<file path="src/rtl/gcd_pkg.sv">
// Shared types and defaults for the GCD operand sequencer.
package gcd_pkg;

   localparam int GCD_W              = 16;
   localparam int GCD_CW             = 16;
   localparam int GCD_TIMEOUT_CYCLES = 1024;

   typedef enum logic [2:0] {
      IDLE   = 3'd0,
      LOAD_A = 3'd1,
      LOAD_B = 3'd2,
      WAIT   = 3'd3,
      CLEAR  = 3'd4,
      RESP   = 3'd5
   } gcd_state_t;

endpackage

</file>
<file path="src/rtl/gcd_operand_sequencer_if.sv">
// Operand, engine and result bundle of the GCD operand sequencer.
interface gcd_operand_sequencer_if
   import gcd_pkg::*;
#(
   parameter int W  = GCD_W,
   parameter int CW = GCD_CW
);
   logic          in_valid;
   logic          in_ready;
   logic [W-1:0]  in_a;
   logic [W-1:0]  in_b;
   logic          gcd_start;
   logic [W-1:0]  gcd_data;
   logic          gcd_clr;
   logic          gcd_done;
   logic [W-1:0]  gcd_result;
   logic          res_valid;
   logic          res_ready;
   logic [W-1:0]  res_data;
   logic [CW-1:0] res_cycles;
   logic          res_err;

   modport slave (
      input  in_valid, in_a, in_b, gcd_done, gcd_result, res_ready,
      output in_ready, gcd_start, gcd_data, gcd_clr,
             res_valid, res_data, res_cycles, res_err
   );

   modport master (
      output in_valid, in_a, in_b, gcd_done, gcd_result, res_ready,
      input  in_ready, gcd_start, gcd_data, gcd_clr,
             res_valid, res_data, res_cycles, res_err
   );
endinterface

</file>
<file path="src/rtl/gcd_sat_counter.sv">
// CW-bit up-counter with synchronous clear and enable that holds at all-ones.
module gcd_sat_counter
   import gcd_pkg::*;
#(
   parameter int CW = GCD_CW
)(
   input  logic          clk,
   input  logic          rst_n,
   input  logic          i_clr,
   input  logic          i_en,
   output logic [CW-1:0] o_count
);
   logic [CW-1:0] r_count;

   always_ff @(posedge clk or negedge rst_n) begin
      if (!rst_n) begin
         r_count <= '0;
      end else if (i_clr) begin
         r_count <= '0;
      end else if (i_en && !(&r_count)) begin
         r_count <= r_count + 1'b1;
      end
   end

   assign o_count = r_count;
endmodule

</file>
<file path="src/rtl/gcd_operand_sequencer.sv">
// Feeds (A,B) pairs to the subtractive GCD engine and returns its result.
// Optional watchdog in WAIT enabled by defining GCD_TIMEOUT_EN.
module gcd_operand_sequencer
   import gcd_pkg::*;
#(
   parameter int W              = GCD_W,
   parameter int CW             = GCD_CW,
   parameter int TIMEOUT_CYCLES = GCD_TIMEOUT_CYCLES
)(
   input  logic                    clk,
   input  logic                    rst_n,
   gcd_operand_sequencer_if.slave  io_seq
);
`ifdef GCD_TIMEOUT_EN
   localparam bit WATCHDOG_EN = 1'b1;
`else
   localparam bit WATCHDOG_EN = 1'b0;
`endif

   gcd_state_t    r_state;
   gcd_state_t    w_state_next;
   logic [W-1:0]  r_op_b;
   logic [W-1:0]  r_gcd_data;
   logic [W-1:0]  r_res_data;
   logic [CW-1:0] r_res_cycles;
   logic [CW-1:0] w_wait_cnt;
   logic          w_zero_pair;
   logic          w_cnt_run;
   logic          w_timeout;

   assign w_zero_pair = (io_seq.in_a == '0) || (io_seq.in_b == '0);

   // Counter already runs in LOAD_B, so in WAIT it reads the current WAIT cycle number.
   assign w_cnt_run = (r_state == LOAD_B) || (r_state == WAIT);

   gcd_sat_counter #(
      .CW(CW)
   ) u_wait_cnt (
      .clk     (clk),
      .rst_n   (rst_n),
      .i_clr   (!w_cnt_run),
      .i_en    (w_cnt_run),
      .o_count (w_wait_cnt)
   );

   // A done arriving on the same cycle as the limit wins over the watchdog.
   assign w_timeout = WATCHDOG_EN && (r_state == WAIT) && !io_seq.gcd_done &&
                      (32'(w_wait_cnt) >= 32'(TIMEOUT_CYCLES));

   always_ff @(posedge clk or negedge rst_n) begin
      if (!rst_n) begin
         r_state <= IDLE;
      end else begin
         r_state <= w_state_next;
      end
   end

   always_comb begin
      w_state_next = r_state;
      unique case (r_state)
         IDLE: begin
            if (io_seq.in_valid) begin
               w_state_next = w_zero_pair ? RESP : LOAD_A;
            end
         end
         LOAD_A: w_state_next = LOAD_B;
         LOAD_B: w_state_next = WAIT;
         WAIT: begin
            if (io_seq.gcd_done || w_timeout) begin
               w_state_next = CLEAR;
            end
         end
         CLEAR: w_state_next = RESP;
         RESP: begin
            if (io_seq.res_ready) begin
               w_state_next = IDLE;
            end
         end
         default: w_state_next = IDLE;
      endcase
   end

   always_ff @(posedge clk or negedge rst_n) begin
      if (!rst_n) begin
         r_op_b       <= '0;
         r_gcd_data   <= '0;
         r_res_data   <= '0;
         r_res_cycles <= '0;
      end else begin
         case (r_state)
            IDLE: begin
               if (io_seq.in_valid) begin
                  r_op_b <= io_seq.in_b;
                  // gcd(0,x)=x and gcd(0,0)=0; the engine would never finish on these.
                  if (w_zero_pair) begin
                     r_res_data   <= io_seq.in_a | io_seq.in_b;
                     r_res_cycles <= '0;
                  end else begin
                     r_gcd_data   <= io_seq.in_a;
                  end
               end
            end
            LOAD_A: r_gcd_data <= r_op_b;
            WAIT: begin
               if (io_seq.gcd_done) begin
                  r_res_data   <= io_seq.gcd_result;
                  r_res_cycles <= w_wait_cnt;
               end else if (w_timeout) begin
                  r_res_data   <= '0;
                  r_res_cycles <= w_wait_cnt;
               end
            end
            default: ;
         endcase
      end
   end

`ifdef GCD_TIMEOUT_EN
   logic r_res_err;

   always_ff @(posedge clk or negedge rst_n) begin
      if (!rst_n) begin
         r_res_err <= 1'b0;
      end else if (w_timeout) begin
         r_res_err <= 1'b1;
      end else if ((r_state == RESP) && io_seq.res_ready) begin
         r_res_err <= 1'b0;
      end
   end

   assign io_seq.res_err = r_res_err;
`else
   assign io_seq.res_err = 1'b0;
`endif

   assign io_seq.in_ready   = (r_state == IDLE);
   assign io_seq.gcd_start  = (r_state == LOAD_A) || (r_state == LOAD_B);
   assign io_seq.gcd_data   = r_gcd_data;
   assign io_seq.gcd_clr    = (r_state == CLEAR);
   assign io_seq.res_valid  = (r_state == RESP);
   assign io_seq.res_data   = r_res_data;
   assign io_seq.res_cycles = r_res_cycles;
endmodule
</file>
<file path="src/flat_wrapper.sv">
// flat-port wrapper written by rule: the top's interface ports become plain ports
module gcd_operand_sequencer_flat import gcd_pkg::*;
#(
   parameter int W              = GCD_W,
   parameter int CW             = GCD_CW,
   parameter int TIMEOUT_CYCLES = GCD_TIMEOUT_CYCLES
)
  (clk, rst_n, io_seq_in_valid, io_seq_in_a, io_seq_in_b, io_seq_gcd_done, io_seq_gcd_result, io_seq_res_ready, io_seq_in_ready, io_seq_gcd_start, io_seq_gcd_data, io_seq_gcd_clr, io_seq_res_valid, io_seq_res_data, io_seq_res_cycles, io_seq_res_err);
  gcd_operand_sequencer_if #(.W(W), .CW(CW)) io_seq_i ();
  input  logic clk;
  input  logic rst_n;
  input wire logic [$bits(io_seq_i.in_valid)-1:0] io_seq_in_valid;
  input wire logic [$bits(io_seq_i.in_a)-1:0] io_seq_in_a;
  input wire logic [$bits(io_seq_i.in_b)-1:0] io_seq_in_b;
  input wire logic [$bits(io_seq_i.gcd_done)-1:0] io_seq_gcd_done;
  input wire logic [$bits(io_seq_i.gcd_result)-1:0] io_seq_gcd_result;
  input wire logic [$bits(io_seq_i.res_ready)-1:0] io_seq_res_ready;
  output wire logic [$bits(io_seq_i.in_ready)-1:0] io_seq_in_ready;
  output wire logic [$bits(io_seq_i.gcd_start)-1:0] io_seq_gcd_start;
  output wire logic [$bits(io_seq_i.gcd_data)-1:0] io_seq_gcd_data;
  output wire logic [$bits(io_seq_i.gcd_clr)-1:0] io_seq_gcd_clr;
  output wire logic [$bits(io_seq_i.res_valid)-1:0] io_seq_res_valid;
  output wire logic [$bits(io_seq_i.res_data)-1:0] io_seq_res_data;
  output wire logic [$bits(io_seq_i.res_cycles)-1:0] io_seq_res_cycles;
  output wire logic [$bits(io_seq_i.res_err)-1:0] io_seq_res_err;
  assign io_seq_i.in_valid = io_seq_in_valid;
  assign io_seq_i.in_a = io_seq_in_a;
  assign io_seq_i.in_b = io_seq_in_b;
  assign io_seq_i.gcd_done = io_seq_gcd_done;
  assign io_seq_i.gcd_result = io_seq_gcd_result;
  assign io_seq_i.res_ready = io_seq_res_ready;
  assign io_seq_in_ready = io_seq_i.in_ready;
  assign io_seq_gcd_start = io_seq_i.gcd_start;
  assign io_seq_gcd_data = io_seq_i.gcd_data;
  assign io_seq_gcd_clr = io_seq_i.gcd_clr;
  assign io_seq_res_valid = io_seq_i.res_valid;
  assign io_seq_res_data = io_seq_i.res_data;
  assign io_seq_res_cycles = io_seq_i.res_cycles;
  assign io_seq_res_err = io_seq_i.res_err;
  gcd_operand_sequencer #(.W(W), .CW(CW), .TIMEOUT_CYCLES(TIMEOUT_CYCLES)) u_core (.clk(clk), .rst_n(rst_n), .io_seq(io_seq_i));
endmodule
</file>
<file path="config.mk">
export PLATFORM = sky130hd
export DESIGN_NAME = gcd_operand_sequencer_flat
export DESIGN_NICKNAME = d
export VERILOG_FILES = /design/src/rtl/gcd_pkg.sv /design/src/rtl/gcd_operand_sequencer_if.sv /design/src/rtl/gcd_sat_counter.sv /design/src/rtl/gcd_operand_sequencer.sv /design/src/flat_wrapper.sv
export SDC_FILE = /design/constraint.sdc
export NUM_CORES = 1
export LEC_CHECK = 0
export ABC_AREA = 1
export BUFFER_PORTS_ARGS = -buffer_cell sky130_fd_sc_hd__buf_4
export CORE_ASPECT_RATIO = 1.5
export CORE_MARGIN = 1.5
export CORE_UTILIZATION = 50
export CTS_CLUSTER_SIZE = 30
export DETAILED_ROUTE_END_ITERATION = 8
export PLACE_DENSITY = 0.76
export SYNTH_ARGS = -nofsm -noshare
export SYNTH_HDL_FRONTEND = slang
export SYNTH_HIERARCHICAL = 1
export SYNTH_SLANG_ARGS = --single-unit
export TNS_END_PERCENT = 5
</file>
<file path="constraint.sdc">
create_clock -name clk -period 1.9 [get_ports clk]
set_input_delay 0.285 -clock clk [delete_from_list [all_inputs] [get_ports clk]]
set_output_delay 0.285 -clock clk [all_outputs]
set_load 0.02 [all_outputs]
</file>
==> metrics <==
non-filler cells, final=723; via total after detailed routing=between 3,000 and 4,000; count of input and output buffers=104; clock tree from TritonCTS=built; overall routed net length=10.28 mm; final setup violating endpoints=0; Period minus WS final=1767 ps; part of the total power dissipated in combinational logic=0.431; most used cells in the layout excluding fill and tap cells=sky130_fd_sc_hd__nand2_1, sky130_fd_sc_hd__buf_4, sky130_fd_sc_hd__dfrtp_1, sky130_fd_sc_hd__nor2_1, sky130_fd_sc_hd__o21ai_0; CTS sink count=a little over 80; number of nets produced by synthesis=561; CTS Buf Count=9; commonest non-fill, non-tap cell in the layout=sky130_fd_sc_hd__nand2_1; Multi-input gate area=about 1900 um2; netlist area before placement=4237 um2; number of remaining DRC errors=0; clock network fraction of design power=0.224; clock slew at the register clock pins of the worst setup and hold paths=60 ps; register bit total from synthesis=83; routability congestion estimate from global placement=0.9117; Leak Pwr=2.765 nW; Die Height=~120 um; global route overflow=0; starting density of the core=0.5225; GR Util All Layers=0.2447; Die Outline Area=9046 um2; Crit Reg-Reg Endpoint=u_core/io_seq.res_cycles[8]$_DFFE_PN0P_; power density over cell area=1460 nW/um2; number of global-route vias before repair=3,671; worst flop-to-flop path startpoint=u_core/r_state[2]$_DFFE_PN0P_; num ports=roughly 110; pin count of the biggest net entering global routing=41; unrepaired setup endpoints after global routing=no; endpoint with the worst hold slack=u_core/r_op_b[6]$_DFFE_PN0P_; Clock Skews=6.012 ps; final number of max-transition violations=0; placed insts=706; Yosys warning count=6; post-synth cell types=35; cell at the root of the clock tree=sky130_fd_sc_hd__clkbuf_16; chip width=just under 80 um; Core Footprint=just over 8000 um2; register area=2077 um2; sequential share of power=0.345; arrival time reported for the critical path endpoint=1480 ps; cell count after synthesis=around 510; category of the worst setup path launch point=flip-flop; number of antenna violations at the first check in global routing=0; Seq/Total Area, Yosys=0.4903; largest vdd supply drop=roughly 0.0009 V; Detailed Routing Iterations Pass 1=5; number of cells on the worst hold path=2; run status=completed; final net count=~670; layout cells sized above 1=0.2589; Crit. End Element=output port; internal power contribution=0.004724 W; Maximum Capacitance Violations=0; P&R area growth vs syn=27.44%; Max H-tree Level=3; flop2flop setup slack=~200 ps; worst-path maximum fanout=6; Total Neg Setup Slack=0 ps; sw frac=0.4005; wire length of the first global-routing pass=17.06 mm; routed wirelength normalized by instance count=roughly 14 um; detailed-placement wirelength estimate=7.815 mm; endpoints failing hold=0; number of antenna-violating nets in the routed design=0; insertion delay to the later sink of the worst-skew pair=~350 ps; row count=40; upper clock frequency limit=0.5661 GHz; R2R cell count=9; Fillers=approximately 710; share of the clock period used by the worst path=0.9298; required time worst endpoint=1620 ps; P_sw=0.003156 W; worst setup path category=reg -> out; Ant. Diodes=0; average instance area after synthesis=approximately 8.4 um2; worst hold-check path type=in -> reg; worst min-delay path startpoint=io_seq_in_b[6]; ratio of routed vias to standard cells=5.166; Detailed Route Iter0 Violations=between 200 and 300; Bufs on Longest Clock Path=2
==> per-layer routing <==
layer,vias to the layer above,part of all wire,global-route usage
li1,1842,-,-
met1,1763,0.38,0.2747
met2,106,0.53,0.4417
met3,24,0.053,0.04173
met4,0,0.028,0.1298
met5,-,0,0
==> flip-flops by register name (all words and copies together), names as in the netlist <==
signal,flops
u_core/r_op_b,16
u_core/r_state,3
u_core/io_seq.gcd_data,16
u_core/u_wait_cnt/o_count,16
u_core/io_seq.res_cycles,16
u_core/io_seq.res_data,16
==> per-stage QoR <==
step,power [W],hold WS (ps),setup WS (ps),instance area (um2),util
CTS,0.007946,168.6,35.15,5399,0.6659
finish,0.007880,173.7,133.5,5399,0.6659
detailed placement,0.006173,188.6,201.7,5087,0.6275
global route,0.008401,178.1,13.18,5399,0.6659
floorplan,0.005008,-10.59,381.9,4237,-
global placement,0.006062,188.5,268.1,5087,0.6275
==> logic make-up (layout without fill, tap and decap cells) <==
group                      after synthesis  after routing  synth area share
AOI/OAI and AO/OA                       46             46           0.05700
xor gates and xnor gates                 3              3          0.006203
adders and majority gates                1              1          0.002953
buffers and inverters                   43            154           0.05789
DFF                                     83             83            0.4903
muxes                                   32             32           0.08033
other                                    1              1         0.0008852
and+or+nand+nor                        298            298            0.3045
==> how the worst max path moves through the flow <==
stage / cells past startpoint / slack (ps) / end / from
global placement: 9 / 270 / u_core/io_seq.res_data[1]$_DFFE_PN0P_ / u_core/r_state[2]$_DFFE_PN0P_
global route: 8 / 10 / u_core/u_wait_cnt/o_count[11]$_DFFE_PN0P_ / u_core/u_wait_cnt/o_count[1]$_DFFE_PN0P_
CTS: 4 / 40 / io_seq_gcd_start / u_core/r_state[2]$_DFFE_PN0P_
finish: 4 / 130 / io_seq_gcd_start / u_core/r_state[2]$_DFFE_PN0P_
detailed placement: 9 / 200 / u_core/io_seq.res_cycles[8]$_DFFE_PN0P_ / u_core/r_state[2]$_DFFE_PN0P_
floorplan: 6 / 380 / u_core/r_op_b[12]$_DFFE_PN0P_ / u_core/r_state[0]$_DFFE_PN0P_
==> worst max-delay path, stage by stage (launching register included) <==
cell and delay [ps]:
sky130_fd_sc_hd__dfrtp_1 440, sky130_fd_sc_hd__nor2_4 210, sky130_fd_sc_hd__inv_2 130, sky130_fd_sc_hd__o21ai_1 180
sky130_fd_sc_hd__buf_4 170
==> power groups by stage <==
stage	Combinational (W)	Clock (W)	Sequential, W
final	0.00340	0.00176	0.00272
after global routing	0.00375	0.00188	0.00278
after CTS	0.00343	0.00179	0.00272
after detailed placement	0.00343	0	0.00275
after global placement	0.00333	0	0.00273
after floorplan	0.00193	0	0.00308
==> timing repair <==
action	4_1_cts	5_1_grt
resized for setup	0	1
setup buffers	0	0
hold buffers	1	0
setup endpoints to repair	0	1
endpoints found under the hold margin	19	0
==> area by class of cell <==
cell class | instances | share of cell area
Multi-Input combinational cell | 381 | 0.3546
Sequential cell | 83 | 0.3847
Clock inverter | 7 | 0.01414
Clock buffer | 9 | 0.04171
Inverter | 25 | 0.01831
Timing Repair Buffer | 113 | 0.1622
Tap cell | 105 | 0.02433
==> synthesized netlist by cell type <==
cell	n	area [um2]
sky130_fd_sc_hd__nand2_2	4	25.02
sky130_fd_sc_hd__inv_4	2	12.51
sky130_fd_sc_hd__o21ai_2	1	8.760
sky130_fd_sc_hd__conb_1	1	3.750
sky130_fd_sc_hd__buf_8	1	15.01
sky130_fd_sc_hd__nor2_2	1	6.260
sky130_fd_sc_hd__mux2_2	8	90.09
sky130_fd_sc_hd__buf_6	7	78.83
sky130_fd_sc_hd__nor3_1	3	15.01
sky130_fd_sc_hd__nand4_1	5	31.28
sky130_fd_sc_hd__a21oi_1	5	25.02
sky130_fd_sc_hd__nand2_4	5	56.30
sky130_fd_sc_hd__nor2_1	59	221.5
sky130_fd_sc_hd__clkinv_1	1	3.750
sky130_fd_sc_hd__inv_1	17	63.81
sky130_fd_sc_hd__o21ai_1	1	5.000
sky130_fd_sc_hd__nand3b_1	3	22.52
sky130_fd_sc_hd__dfrtp_1	83	2077
sky130_fd_sc_hd__clkbuf_1	2	7.510
sky130_fd_sc_hd__mux2i_1	16	160.2
sky130_fd_sc_hd__ha_1	1	12.51
sky130_fd_sc_hd__inv_2	5	18.77
sky130_fd_sc_hd__o21bai_1	1	7.510
sky130_fd_sc_hd__xnor2_1	3	26.28
sky130_fd_sc_hd__nor4_1	1	6.260
sky130_fd_sc_hd__o211ai_1	2	15.01
sky130_fd_sc_hd__nor2_8	1	20.02
sky130_fd_sc_hd__buf_2	6	30.03
sky130_fd_sc_hd__nand3_1	30	150.1
sky130_fd_sc_hd__buf_4	1	7.510
sky130_fd_sc_hd__nor2_4	5	56.30
sky130_fd_sc_hd__mux2_1	8	90.09
sky130_fd_sc_hd__clkbuf_4	1	7.510
sky130_fd_sc_hd__o21ai_0	36	180.2
sky130_fd_sc_hd__nand2_1	181	679.4
Power figures use the tool's default switching activity.
